--- src/rtl/key_cmd_sched.sv ---
// Turns held key levels into press/auto-repeat command events, arbitrated into a small FIFO.
// Auto-repeat is built only when KEY_REPEAT_EN is defined; otherwise each hold yields one press event.
//
// state     | meaning
// ST_IDLE   | key released, waiting for a press
// ST_DELAY  | pressed, counting down to the first auto-repeat   (KEY_REPEAT_EN)
// ST_REPEAT | auto-repeating, counting down to the next repeat  (KEY_REPEAT_EN)
// ST_HELD   | pressed, no further events until release          (no KEY_REPEAT_EN)
module key_cmd_sched #(
  parameter int DELAY_CYCLES  = 50_000_000,
  parameter int REPEAT_CYCLES = 10_000_000,
  parameter int FIFO_DEPTH    = 4
) (
  input  logic       clk,
  input  logic       rstn,
  input  logic [4:0] key,
  output logic       cmd_valid,
  input  logic       cmd_ready,
  output logic [2:0] cmd_code,
  output logic       cmd_rpt,
  output logic       evt_dropped
);

  localparam int PW   = $clog2(FIFO_DEPTH);
  localparam int CNTW = PW + 1;

  if (DELAY_CYCLES < 2 || REPEAT_CYCLES < 2 || FIFO_DEPTH < 2 ||
      (FIFO_DEPTH & (FIFO_DEPTH - 1)) != 0) begin : g_param_chk
    $error("key_cmd_sched: illegal parameter combination");
  end

`ifdef KEY_REPEAT_EN
  localparam int MAXC = (DELAY_CYCLES > REPEAT_CYCLES) ? DELAY_CYCLES : REPEAT_CYCLES;
  localparam int CW   = $clog2(MAXC);
  localparam logic [CW-1:0] DLY_LD = CW'(DELAY_CYCLES - 1);
  localparam logic [CW-1:0] RPT_LD = CW'(REPEAT_CYCLES - 1);

  typedef enum logic [1:0] {ST_IDLE, ST_DELAY, ST_REPEAT} state_t;
  logic [CW-1:0] cnt_q [5];
  logic [CW-1:0] cnt_d [5];
`else
  typedef enum logic {ST_IDLE, ST_HELD} state_t;
`endif

  state_t state_q [5];
  state_t state_d [5];
  logic [4:0] evt, evt_rpt;

  logic [4:0] pend_q, pend_d, prpt_q, prpt_d;
  logic       drop_q, drop_d;

  logic [3:0]      mem_q [FIFO_DEPTH];
  logic [3:0]      mem_d [FIFO_DEPTH];
  logic [PW-1:0]   wr_ptr_q, wr_ptr_d, rd_ptr_q, rd_ptr_d;
  logic [CNTW-1:0] count_q, count_d;

  logic       push, pop, full, can_write, found;
  logic [2:0] gnt_code;
  logic [4:0] grant;
  logic [3:0] head;

  // Per-key event FSMs; release always wins over an event due in the same cycle.
  always_comb begin
    evt     = '0;
    evt_rpt = '0;
    for (int k = 0; k < 5; k++) begin
      state_d[k] = state_q[k];
`ifdef KEY_REPEAT_EN
      cnt_d[k] = cnt_q[k];
      case (state_q[k])
        ST_IDLE: begin
          if (key[k]) begin
            evt[k]     = 1'b1;
            state_d[k] = ST_DELAY;
            cnt_d[k]   = DLY_LD;
          end
        end
        ST_DELAY, ST_REPEAT: begin
          if (!key[k]) begin
            state_d[k] = ST_IDLE;
            cnt_d[k]   = '0;
          end else if (cnt_q[k] == '0) begin
            evt[k]     = 1'b1;
            evt_rpt[k] = 1'b1;
            state_d[k] = ST_REPEAT;
            cnt_d[k]   = RPT_LD;
          end else begin
            cnt_d[k] = cnt_q[k] - 1'b1;
          end
        end
        default: begin
          state_d[k] = ST_IDLE;
          cnt_d[k]   = '0;
        end
      endcase
`else
      case (state_q[k])
        ST_IDLE: begin
          if (key[k]) begin
            evt[k]     = 1'b1;
            state_d[k] = ST_HELD;
          end
        end
        ST_HELD: begin
          if (!key[k]) state_d[k] = ST_IDLE;
        end
        default: state_d[k] = ST_IDLE;
      endcase
`endif
    end
  end

  assign pop       = (count_q != '0) && cmd_ready;
  assign full      = (count_q == CNTW'(FIFO_DEPTH));
  assign can_write = !full || pop;

  // Fixed priority: enter, then up, down, left, right.
  always_comb begin
    found    = 1'b0;
    gnt_code = 3'd0;
    grant    = '0;
    if (pend_q[4]) begin
      found    = 1'b1;
      gnt_code = 3'd4;
    end
    for (int k = 0; k < 4; k++) begin
      if (!found && pend_q[k]) begin
        found    = 1'b1;
        gnt_code = 3'(k);
      end
    end
    push = found && can_write;
    if (push) grant[gnt_code] = 1'b1;
  end

  always_comb begin
    pend_d = pend_q;
    prpt_d = prpt_q;
    drop_d = drop_q;
    for (int k = 0; k < 5; k++) begin
      if (grant[k]) pend_d[k] = 1'b0;
      if (evt[k]) begin
        if (pend_q[k] && !grant[k]) begin
          prpt_d[k] = prpt_q[k] | evt_rpt[k];
          drop_d    = 1'b1;
        end else begin
          prpt_d[k] = evt_rpt[k];
        end
        pend_d[k] = 1'b1;
      end
    end
  end

  always_comb begin
    mem_d    = mem_q;
    wr_ptr_d = wr_ptr_q;
    rd_ptr_d = rd_ptr_q;
    count_d  = count_q;
    if (push) begin
      mem_d[wr_ptr_q] = {prpt_q[gnt_code], gnt_code};
      wr_ptr_d        = wr_ptr_q + 1'b1;
    end
    if (pop) rd_ptr_d = rd_ptr_q + 1'b1;
    case ({push, pop})
      2'b10:   count_d = count_q + 1'b1;
      2'b01:   count_d = count_q - 1'b1;
      default: count_d = count_q;
    endcase
  end

  always_ff @(posedge clk or negedge rstn) begin
    if (!rstn) begin
      for (int k = 0; k < 5; k++) begin
        state_q[k] <= ST_IDLE;
`ifdef KEY_REPEAT_EN
        cnt_q[k]   <= '0;
`endif
      end
      for (int i = 0; i < FIFO_DEPTH; i++) mem_q[i] <= '0;
      pend_q   <= '0;
      prpt_q   <= '0;
      drop_q   <= 1'b0;
      wr_ptr_q <= '0;
      rd_ptr_q <= '0;
      count_q  <= '0;
    end else begin
      for (int k = 0; k < 5; k++) begin
        state_q[k] <= state_d[k];
`ifdef KEY_REPEAT_EN
        cnt_q[k]   <= cnt_d[k];
`endif
      end
      for (int i = 0; i < FIFO_DEPTH; i++) mem_q[i] <= mem_d[i];
      pend_q   <= pend_d;
      prpt_q   <= prpt_d;
      drop_q   <= drop_d;
      wr_ptr_q <= wr_ptr_d;
      rd_ptr_q <= rd_ptr_d;
      count_q  <= count_d;
    end
  end

  assign head        = mem_q[rd_ptr_q];
  assign cmd_valid   = (count_q != '0);
  assign cmd_code    = cmd_valid ? head[2:0] : 3'd0;
  // Without auto-repeat the stored repeat bit is always 0, so this is constant 0.
  assign cmd_rpt     = cmd_valid & head[3];
  assign evt_dropped = drop_q;

endmodule

--- config.mk ---
export PLATFORM = sky130hd
export DESIGN_NAME = key_cmd_sched
export DESIGN_NICKNAME = d
export VERILOG_FILES = /design/src/rtl/key_cmd_sched.sv
export SDC_FILE = /design/constraint.sdc
export NUM_CORES = 1
export LEC_CHECK = 0
export BUFFER_PORTS_ARGS = -buffer_cell sky130_fd_sc_hd__clkbuf_2
export CAP_MARGIN = 20
export CORE_ASPECT_RATIO = 0.8
export CORE_MARGIN = 3
export CORE_UTILIZATION = 57
export DETAILED_ROUTE_END_ITERATION = 10
export GPL_TIMING_DRIVEN = 0
export PLACE_DENSITY = 0.77
export REMOVE_ABC_BUFFERS = 1
export SLEW_MARGIN = 20
export SYNTH_ARGS = -nofsm -noshare
export SYNTH_HDL_FRONTEND = slang
export SYNTH_SLANG_ARGS = --single-unit
export TNS_END_PERCENT = 30
--- constraint.sdc ---
create_clock -name clk -period 2.8 [get_ports clk]
set_input_delay 0.56 -clock clk [delete_from_list [all_inputs] [get_ports clk]]
set_output_delay 0.56 -clock clk [all_outputs]
set_load 0.05 [all_outputs]
# == Word-level counts from Yosys, hierarchy flattened ==
# Memory sizes are Yosys's and may differ from the RTL's.
# Index checks and enable logic that the tools add are counted.
# word_totals
rom_bits,8
regBits,34
elab_cells,117
out_inout_bits,6
mem_count,1
in_bits,8
mem_bits_rw,0
latch_bits,0
# mem_list
name,words,width,read_ports,rd_ports_with_merged_regs,write_ports,line,text
(name not given),8,1,1,0,0,160,"mem_d[wr_ptr_q] = {prpt_q[gnt_code], gnt_code};"
# classes
div_mod_pow,0
magnitude_cmp,5
n_shift,0
reduce_logical,31
n_mux,52
add_sub_neg,4
bitwise,3
n_eq_ne,3
multipliers,0
# op_table
op,n
two-way mux 1 bit,37
two-way mux 3 bit,6
bitwise mux 16 bit,1
logical AND 1 bit,13
two-way mux 4 bit,3
nonzero test 2 bit,6
zero test 1 bit,10
binary-select mux 4 bit (select 2 bit),1
demux 4 bit (select 2 bit),1
"greater-or-equal comparator 3 bit, second input constant",2
inverter 2 -> 3 bit,2
case mux 3 bit (2 select lines),1
two-way mux 5 bit,1
"adder 2 x 1 -> 2 bit, second input constant",2
"< comparator 3 x 4 -> 1 bit, second input constant",1
"adder 3 x 1 -> 3 bit, second input constant",1
demux 1 bit (select 3 bit),1
"equality test 3 bit, second input constant",1
"greater-or-equal comparator 3 x 1 -> 1 bit, second input constant",1
"< comparator 3 x 1 -> 1 bit, second input constant",1
nonzero test 3 bit,1
"subtractor 3 x 1 -> 3 bit, second input constant",1
"equality test 2 x 1 -> 1 bit, second input constant",1
"equality test 2 bit, second input constant",1
other kinds (2),2

# == Depth between registers and ports, before layout ==
# Gate-level depths: netlist of the first run.
# depth
ltp_word,30
depth_mapped,10
ltp_nobuf,9

# == Worst setup path before layout of the first run ==
# Ideal clock, no wire load.
# synth_path
path_type,flip-flop to flip-flop
from,reg count_q[1]
to,reg count_q[2]
arrival_time_ps,2063
setup_slack_ps,612
synth_period_minus_slack_ps,2188
path_stages_with_launch,9
path_buffers,0
t_required_ps,2675
setup_time_ps,125
cell_sequence,dfrtp_1 or3_1 and2_1 ha_1 inv_1 fa_1 xor2_1 nor2_1 xor2_1
# synth_between
elab_chain_cells,6
elab_cells_between_ends,12
classes_between,add/sub: 2; eq/ne: 3; mux: 1; reduce/logical: 6
# synth_rtl
item,line,text
start: declaration,55,"logic [CNTW-1:0] count_q, count_d;"
start signal: assignment,199,count_q <= count_d;
nonzero test 3 bit *,n/a,
net cmd_valid,17,"output logic cmd_valid,"
logical AND 1 bit *,113,assign pop = (count_q != '0) && cmd_ready;
net pop,57,"logic push, pop, full, can_write, found;"
logical OR 1 bit,115,assign can_write = !full || pop;
logical AND 1 bit,132,push = found && can_write;
equality test 2 x 1 -> 1 bit / equality test 2 bit (equally long branches),164,"case ({push, pop})"
case mux 3 bit (2 select lines) / nonzero test 2 bit (equally long branches),n/a,
# The timed path passes the listed nets; every way through them passes the cells marked *.
# A chain may end at the register's enable or synchronous reset.

# == Worst setup path after layout of the first run ==
# layout_path
from,reg rd_ptr_q[0]
to,out cmd_code[1]
# layout_between
elab_chain_cells,5
# layout_rtl
item,line,text
start: declaration,54,"logic [PW-1:0] wr_ptr_q, wr_ptr_d, rd_ptr_q, rd_ptr_d;"
start signal: assignment,198,rd_ptr_q <= rd_ptr_d;
inverter 2 -> 3 bit (implied by the code),203,assign head = mem_q[rd_ptr_q];
binary-select mux 4 bit (select 2 bit),203,
two-way mux 4 bit (implied by the code) (2 in series),203,
two-way mux 3 bit,205,assign cmd_code = cmd_valid ? head[2:0] : 3'd0;
end: declaration,19,"output logic [2:0] cmd_code,"
# No other way between the ends. The select of a mux whose other input is x is not followed.

==> results.yml, run 1 <==
logic_synthesis:
  ys_seq_elements: 30
  synth.cell_area_sq_mm: 0.001406
  yosysWarnings: 0
  synthDistinctLibCells: 33
  syn_inst: 114
  avgSynthCellArea_sq_um: 12.34
  seq_area_frac_synth_pct: 53.38
power_and_ir_drop:
  p_leak_nw: 0.7356
  fin_total_pwr_mw: 1.757
  power_switching_share_pct: 41.18
  power_frac_seq_pct: 41.5
  power_frac_clock_pct: 14.7
  intPower_mw: 1.033
  irDropWorstVdd_mv: 0.5157
  power.switching_uw: 723.4
  combPwrFrac_pct: 43.8
  power_density_mw_per_mm2: 1140
clocking:
  path_clk_slew_ns: 0.09
  cts_root_buf: "clkbuf_4"
  htreeDepth: 2
  postCtsSetupBuffers: 0
  cts-resized-gates: 0
  cts_hold_buf: 0
  clockBufferDepth: 2
  cts_inserted_buffers: 5
  clock_latency_ns: 0.32
  cts_sinks: 30
  cts_tree: "yes"
route:
  totalWireLength_um: 2398
  vias_per_cell: 5.558
  vias: 867
  drc: 0
  drt-wirelength-per-cell_um: 15.37
  ant_nets: 0
  drt-pass1-iter-count: 4
  drtIter0Drc: 24
setup_path:
  r2r-start: "count_q[0]"
  startpoint: "rd_ptr_q[0]"
  end_kind: "output pin"
  reg2reg_slack_ns: 0.48
  crit_arrival_ns: 1.79
  worstRegToRegCells: 9
  path_class: "register to output pin"
  worst_setup_path_start_kind: "register"
  crit_fanout: 5
  r2r-end: "count_q[2]"
  worst_ep_required_time_ns: 2.24
global_routing:
  grt_pass1_wl_um: 4250
  grt_usage_pct: 19.42
  grt_start_max_net_pins: 31
  grt_pass1_vias: 950
  grt_antenna_before_repair: 0
  overflow: 0
placement:
  hpwl_um: 1749
  gp_congestion: 0.7523
  place_inst: 148
  io_buffers: 12
  placed_area_sq_mm: 0.001481
worst_hold_path:
  hp-class: "input port to async pin"
floorplan:
  row_count: 15
  chipWidth_um: 61.54
  start_util_pct: 62.44
  io_pins: 14
  coreArea_sq_mm: 0.002252
  dieArea_sq_mm: 0.003103
  chipHeight_um: 50.43
sta:
  totalNegativeSetupSlack_ns: 0
  tightest_slew_ns: 0.7294
  setup_viol: 0
  slew_viol_final: 0
  min_period_over_period_pct: 84.06
  grt_setup_unrepaired: "no"
  max_freq_mhz: 424.9
  slew_headroom_pct: 51.37
  fin_skew_ns: 0.01149
  hold_viol_final: 0
  finalCriticalPeriod_ns: 2.354
finish:
  area.growth.synth_to_final_pct: 9.609
  fin_area_sq_mm: 0.001541
  nets: 144
  layoutNonFillerInstCount: 156
  layout-drive-gt1-share_pct: 20.61
  antennaDiodeCount: 0
outcome:
  outcome: "finished, final reports clean"
flow_run:
  drv_cap: 0
how the worst max path moves through the flow:
stage	end	cells past startpoint
floorplan	count_q[2]	8
CTS	cmd_code[1]	3
global placement	count_q[2]	10
finish	cmd_code[1]	3
detailed placement	count_q[2]	10
global route	count_q[2]	9
cell type report:
class,count,area [sq um]
fill,174,710.7
clock buffer,7,55.05
timing repair buffer,12,60.06
inverter,9,33.78
clock inverter,1,5.005
multi-input combinational,72,605.6
tap,25,31.28
sequential,30,750.7
cell families (layout without fill, tap and decap cells):
kind of cell             after synthesis  after routing  synth area share, %
XOR/XNOR                               6              6                3.737
other                                  1              1               0.2666
AO/OA/AOI/OAI                         21             21                10.32
flip-flops                            30             30                53.38
AND/OR/NAND/NOR                       26             26                10.94
multiplexers                          12             12                11.92
buffers and inverters                 12             29                3.558
adder cells (fa/ha/maj)                6              6                5.872
worst max-delay path: stages, from the launching register on:
cell	delay, ns
dfrtp_1	0.53
mux4_2	0.55
and2_1	0.17
clkbuf_2	0.23
through the flow:
step | utilization, % | hold slack [ns] | setup WS (ns)
2_1_floorplan | - | 0.2644 | 0.6117
3_3_place_gp | 65.78 | 0.4310 | 0.3799
3_5_place_dp | 65.78 | 0.4562 | 0.3009
4_1_cts | 68.44 | 0.2984 | 0.4223
5_1_grt | 68.44 | 0.3214 | 0.2639
6_report | 68.44 | 0.2849 | 0.4463
power groups by stage:
stage / clock network [mW] / logic [mW] / registers (mW)
6_report: 0.258 / 0.770 / 0.729
5_1_grt: 0.291 / 0.854 / 0.752
4_1_cts: 0.269 / 0.781 / 0.729
3_5_place_dp: 0 / 0.779 / 0.737
3_3_place_gp: 0 / 0.750 / 0.721
2_1_floorplan: 0 / 0.636 / 0.696
flip-flops by register name, indices dropped and copies added, names as in the netlist:
register	flops
state_q	5
evt_dropped	1
pend_q	5
rd_ptr_q	2
mem_q	12
wr_ptr_q	2
count_q	3
synthesized netlist by cell type, drive strengths merged:
| cell | n | area share [%] |
|---|---|---|
| buf | 2 | 0.89 |
| nand2b | 2 | 0.89 |
| clkbuf | 1 | 0.27 |
| mux2 | 8 | 6.4 |
| dfrtp | 30 | 53 |
| or3 | 2 | 0.89 |
| o21ai | 4 | 1.4 |
| nor2b | 2 | 0.89 |
| o31ai | 1 | 0.89 |
| xor2 | 3 | 1.9 |
| a31oi | 1 | 0.45 |
| a21o | 2 | 1.1 |
| conb | 1 | 0.27 |
| fa | 1 | 1.4 |
| ha | 5 | 4.4 |
| a32oi | 1 | 0.62 |
| xnor2 | 3 | 1.9 |
| nor4b | 1 | 1.7 |
| nor2 | 4 | 1.1 |
| inv | 9 | 2.4 |
| mux4 | 3 | 4.8 |
| o211ai | 1 | 0.89 |
| mux2i | 1 | 0.71 |
| nor3 | 2 | 1.1 |
| o31a | 1 | 0.62 |
| and2 | 4 | 1.8 |
| a21oi | 10 | 4.4 |
| nand2 | 8 | 2.1 |
| nor3b | 1 | 0.53 |
layer usage:
layer / vias up / GRT usage, % / part of all wire (%)
li1: 423 / - / -
met1: 417 / 23.70 / 45
met3: 7 / 7.712 / 4.2
met2: 20 / 29.62 / 49
met4: 0 / 9.187 / 2.3
met5: - / 0 / 0
layout by cell type (no fill, tap or decap), drive strengths merged, types with 3 or more instances in the layout:
cell type / instances
o21ai: 4
nand2: 8
mux4: 3
ha: 5
xor2: 3
clkbuf: 19
mux2: 8
a21oi: 10
inv: 9
and2: 4
xnor2: 3
nor2: 4
dfrtp: 30
Power figures use the tool's default switching activity.
==> run 2: changes to the inputs <==
Settings changed: ABC_AREA set to 1.
Clock period 2.8 ns to 2.2 ns, I/O delays scaled along.
==> run 2 against run 1 <==
Effect of this change: global-route usage is 0.87 points higher; hold slack got worse by 0.14 ns; wire length grew 9.7%; clock power up 31%; area after synthesis is 6.0% higher; core utilization rose by 2.2 points; die area rose by 5.3%; flip-flop and latch count stayed put; total power grew 36%; critical path type is now register to register; largest cell class unchanged.
==> results.yml, run 2 <==
sta:
  max_freq_mhz: 493.8
  totalNegativeSetupSlack_ns: 0
  min_period_over_period_pct: 92.06
  tightest_slew_ns: 0.7120
  finalCriticalPeriod_ns: 2.025
  setup_viol: 0
  fin_skew_ns: 0.008524
  grt_setup_unrepaired: "no"
  hold_viol_final: 0
  slew_viol_final: 0
  slew_headroom_pct: 52.53
worst_hold_path:
  hp-class: "input port to async pin"
floorplan:
  row_count: 15
  io_pins: 14
  chipHeight_um: 51.73
  dieArea_sq_mm: 0.003268
  chipWidth_um: 63.17
  start_util_pct: 64.55
  coreArea_sq_mm: 0.002308
global_routing:
  grt_pass1_vias: 1114
  overflow: 0
  grt_pass1_wl_um: 4947
  grt_start_max_net_pins: 31
  grt_antenna_before_repair: 0
  grt_usage_pct: 20.29
power_and_ir_drop:
  irDropWorstVdd_mv: 0.7973
  power_density_mw_per_mm2: 1466
  p_leak_nw: 0.8411
placement:
  gp_congestion: 0.8414
  place_inst: 215
  placed_area_sq_mm: 0.001569
  hpwl_um: 1988
  io_buffers: 12
route:
  drtIter0Drc: 78
  drt-pass1-iter-count: 4
  ant_nets: 0
  vias: 1135
  drt-wirelength-per-cell_um: 11.80
  totalWireLength_um: 2631
  drc: 0
  vias_per_cell: 5.090
logic_synthesis:
  yosys.area_share.simple_pct: 22.33
  yosysTopAreaCell: "dfrtp_1"
  seq_area_frac_synth_pct: 50.38
  avgSynthCellArea_sq_um: 8.664
  synth_top_family_by_area: "simple AND/OR/NAND/NOR gates"
  ys.flop_type: "dfrtp_1"
  synth_area_leaders: "dfrtp_1, nand2_1, inv_1"
  synth.area.mux_share_pct: 0
  syn_inst: 172
  synthXorXnorAreaFrac_pct: 2.939
  yosysMostFrequentCell: "nand2_1"
  synth_compound_area_share_pct: 10.41
  synth_top_area_share_pct: 50.38
  yosysWarnings: 0
  synthTopCellsByCount: "nand2_1, dfrtp_1, inv_1, nor2_1, o21ai_0"
  async_flop_share_pct: 100.0
  synthDistinctLibCells: 24
  ys_seq_elements: 30
  synth_edf_count: 0
  synth.cell_area_sq_mm: 0.001490
  synthAdderAreaFrac_pct: 5.542
clocking:
  cts_inserted_buffers: 5
  cts_tree: "yes"
  clockBufferDepth: 2
  postCtsSetupBuffers: 0
  cts_sinks: 30
  path_clk_slew_ns: 0.09
  cts_hold_buf: 0
  cts_root_buf: "clkbuf_4"
  htreeDepth: 2
  cts-resized-gates: 0
  clock_latency_ns: 0.33
setup_path:
  worst_setup_path_start_kind: "register"
  crit_arrival_ns: 2.24
  worst_ep_required_time_ns: 2.42
  path_class: "register to register"
  cp_slowest_cell: "dfrtp_1"
  crit_fanout: 4
  end_kind: "register"
  slowest_delay_ns: 0.42
  crit_chain: "nor2_2, nand2_1, inv_2, nor2_1, ha_1, inv_1, fa_1, a21oi_1, o21ai_0, xor2_1"
finish:
  fin_util_pct: 70.62
  largest_reg_flops: 12
  reg_top3: "mem_q (12), pend_q (5), state_q (5)"
  layout_commonest_cell: "nand2_1"
  layout-drive-gt1-share_pct: 19.58
  area.growth.synth_to_final_pct: 9.404
  fin_area_sq_mm: 0.001630
  top_register: "mem_q"
  nets: 202
  antennaDiodeCount: 0
  layout_common_cells: "nand2_1, dfrtp_1, inv_1, nor2_1, clkbuf_2"
  layoutNonFillerInstCount: 223
outcome:
  outcome: "finished, final reports clean"
flow_run:
  drv_cap: 0
run 2: cell types whose count changed after synthesis, moves of 3 or more:
cell	previous run	this run
and2_1	4	0
inv_1	9	20
inv_2	0	6
mux2_1	8	0
mux4_2	3	0
nand2_1	8	31
nand2_4	0	4
nand3_1	0	9
nor2_1	4	20
o21ai_0	3	11
o21ai_1	1	10
run 2: layer usage:
layer  part of all wire, %  GRT usage, %  vias to the layer above
li1                      -             -                      574
met1                    48         26.69                      516
met2                    43         29.25                       37
met3                   6.7         6.263                        8
met4                   2.4         12.82                        0
met5                     0             0                        -
run 2: final timing paths:
path | slack [ns] | endpoint | startpoint | cells past startpoint
max | 0.17 | count_q[2] | count_q[0] | 10
min | 0.14 | mem_q[10] | rstn | 1
max reg2reg | 0.17 | count_q[2] | count_q[0] | 10
min reg2reg | 0.44 | pend_q[2] | state_q[2] | 1
max in group asynchronous | 1.57 | rd_ptr_q[0] | rstn | 1
min in group clk | 0.22 | state_q[3] | key[1] | 1
run 2: critical path, delay by kind of cell, from the launching register on:
family | cells | cell delay (ns)
xor gates and xnor gates | 1 | 0.15
and+or+nand+nor | 3 | 0.37
AOI/OAI and AO/OA | 2 | 0.26
buffers and inverters | 2 | 0.14
DFF | 1 | 0.42
adders and majority gates | 2 | 0.58
run 2: logic make-up (layout without fill, tap and decap cells):
kind of cell,Yosys count,after routing
AO/OA/AOI/OAI,30,30
XOR/XNOR,5,5
buffers and inverters,29,46
flip-flops,30,30
AND/OR/NAND/NOR,71,71
other,1,1
adder cells (fa/ha/maj),6,6
run 2: where the power goes:
| group | leakage [nW] | internal, mW | total [mW] | switching (mW) |
|---|---|---|---|---|
| clock network | 0.0353 | 0.155 | 0.337 | 0.182 |
| registers | 0.361 | 0.752 | 0.919 | 0.167 |
| logic | 0.445 | 0.361 | 1.14 | 0.774 |
run 2: final cells by class:
cell class	instances	area [sq um]
clock buffers	7	55.05
fillers	187	678.2
inverters	26	97.59
repair buffers	12	60.06
well taps	34	42.54
multi-input cells	113	618.1
clock inverters	1	5.005
flip-flops and latches	30	752.0
run 2: metrics by stage:
stage	total power [mW]	setup WS (ns)	hold slack, ns
4_1_cts	2.397	0.07359	0.1593
2_1_floorplan	1.799	0.04982	0.1444
3_5_place_dp	2.055	0.2220	0.4299
3_3_place_gp	2.004	0.2431	0.4230
6_report	2.391	0.1748	0.1413
5_1_grt	2.603	0.01115	0.1885
==> run 3: changes to the inputs <==
Settings changed: ABC_AREA 1 to not set.
==> run 3 against run 2 <==
Effect of this change: combinational power decreased by 9%; register-to-register slack hardly changed; count of clock-buffer cells in the layout is the same; global-route usage down 0.77 points; flip-flop and latch count did not move; worst setup slack worse by 0.10 ns; critical path depth down 7; first-iteration DRC count fell by 54%; largest cell class unchanged.
==> results.yml, run 3 (synthesis gave the netlist of run 1 again) <==
sta:
  hold_ws_ns: 0.1599
  slew_headroom_pct: 51.41
  grt_setup_unrepaired: "no"
  slew_viol_final: 0
  fin_skew_ns: 0.01216
  max_freq_mhz: 470.0
  hold_viol_final: 0
  min_period_over_period_pct: 96.71
  tightest_slew_ns: 0.7288
  finalCriticalPeriod_ns: 2.128
  setup_viol: 0
setup_path:
  crit_family: "multiplexers"
  crit_fanout: 4
  end_kind: "output pin"
  path_class: "register to output pin"
  path_buf_inv: 1
  slowest_delay_ns: 0.52
  worst_setup_path_start_kind: "register"
  worst_ep_required_time_ns: 1.76
  crit_arrival_ns: 1.69
  crit_chain: "mux4_2, and2_1, clkbuf_2"
  cp_slowest_cell: "mux4_2"
power_and_ir_drop:
  power_switching_share_pct: 41.14
  power_frac_seq_pct: 40.4
  power.switching_uw: 946.7
  p_leak_nw: 0.7479
  power_density_mw_per_mm2: 1450
  combPwrFrac_pct: 45.0
  intPower_mw: 1.354
  irDropWorstVdd_mv: 0.6767
  power_frac_clock_pct: 14.6
route:
  drt-pass1-iter-count: 4
  drc: 0
  totalWireLength_um: 2533
  drtIter0Drc: 36
  ant_nets: 0
  vias_per_cell: 5.563
  drt-wirelength-per-cell_um: 15.83
  vias: 890
clocking:
  cts_tree: "yes"
  htreeDepth: 2
  path_clk_slew_ns: 0.09
  clock_latency_ns: 0.32
  cts_inserted_buffers: 5
  cts_hold_buf: 0
  cts_root_buf: "clkbuf_4"
  clockBufferDepth: 2
  cts_sinks: 30
floorplan:
  start_util_pct: 62.44
  coreArea_sq_mm: 0.002252
  chipHeight_um: 50.43
  io_pins: 14
  row_count: 15
  chipWidth_um: 61.54
  dieArea_sq_mm: 0.003103
global_routing:
  overflow: 0
  grt_pass1_wl_um: 4278
  grt_start_max_net_pins: 31
  grt_usage_pct: 19.52
  grt_pass1_vias: 951
  grt_antenna_before_repair: 0
finish:
  top_register: "mem_q"
  antennaDiodeCount: 0
  layout-drive-gt1-share_pct: 27.41
  reg_top3: "mem_q (12), pend_q (5), state_q (5)"
  layout_common_cells: "dfrtp_1, clkbuf_2, a21oi_1"
  layout_commonest_cell: "dfrtp_1"
  largest_reg_flops: 12
  fin_util_pct: 70.44
  area.growth.synth_to_final_pct: 12.81
  nets: 148
  fin_area_sq_mm: 0.001587
placement:
  gp_congestion: 0.7523
  placed_area_sq_mm: 0.001481
  hpwl_um: 1749
  io_buffers: 12
flow_run:
  drv_cap: 0
worst_hold_path:
  hp-class: "input port to async pin"
outcome:
  outcome: "finished, final reports clean"
-- run 3: changes by cell type in the layout (fill, tap and decap cells not counted), moves of 5 or more --
cell / delta
nand2_1: -23
nor2_1: -16
inv_1: -12
nand3_1: -9
o21ai_1: -9
mux2_1: +8
o21ai_0: -8
inv_2: -5
-- run 3: worst paths after layout --
| kind | cells after the start | startpoint | end | slack [ns] |
|---|---|---|---|---|
| min in group clk | 1 | key[4] | state_q[0] | 0.23 |
| min reg2reg | 1 | state_q[3] | pend_q[1] | 0.45 |
| max | 3 | rd_ptr_q[0] | cmd_code[1] | 0.07 |
| max in group asynchronous | 1 | rstn | count_q[0] | 1.53 |
| min | 1 | rstn | mem_q[12] | 0.16 |
| max reg2reg | 8 | count_q[0] | count_q[2] | 0.17 |
-- run 3: worst reg2reg max path: cells and delay by family (launching register included) --
family        cells  cell delay, ns
simple gates      3            0.72
xor+xnor          2            0.29
fa+ha+maj         2            0.38
buf+inv           1            0.06
flops             1            0.45
-- run 3: final cells by class --
cell class | count | area [sq um]
fillers | 172 | 665.6
clock buffers | 7 | 55.05
well taps | 25 | 31.28
inverters | 9 | 33.78
repair buffers | 16 | 90.09
flip-flops and latches | 30 | 754.5
clock inverters | 1 | 5.005
multi-input cells | 72 | 616.8
-- run 3: power by group through the flow --
stage          combinational, mW  sequential [mW]  clock (mW)
4_1_cts                    0.999            0.929       0.342
3_3_place_gp               0.955            0.918           0
6_report                    1.04            0.930       0.335
3_5_place_dp               0.991            0.938           0
5_1_grt                     1.14            0.963       0.372
2_1_floorplan              0.809            0.885           0
-- run 3: stage by stage --
step / worst slack, ns / total power, mW / instances / setup TNS (ns)
final: 0.07232 / 2.301 / 160 / 0
after floorplan: 0.01173 / 1.694 / 111 / 0
after detailed placement: -0.1791 / 1.929 / 148 / -0.1791
after global routing: 0.0005996 / 2.477 / 160 / 0
after CTS: 0.01355 / 2.270 / 157 / 0
after global placement: -0.1001 / 1.873 / 148 / -0.1001
-- run 3: what timing repair did --
item / CTS / global route
cloned: 0 / 0
gates resized for setup: 1 / 6
endpoints found under the hold margin: 0 / 0
setup buffers: 1 / 3
endpoints found under the setup margin: 4 / 4
pin swaps: 1 / 3
-- run 3: per-layer routing --
| layer | wire length, um | track usage, % | part of all wire [%] |
|---|---|---|---|
| met2 | 1262 | 29.62 | 50 |
| met5 | 0 | 0 | 0 |
| met4 | 51 | 9.187 | 2.0 |
| met1 | 1084 | 24.03 | 43 |
| met3 | 135 | 7.712 | 5.3 |
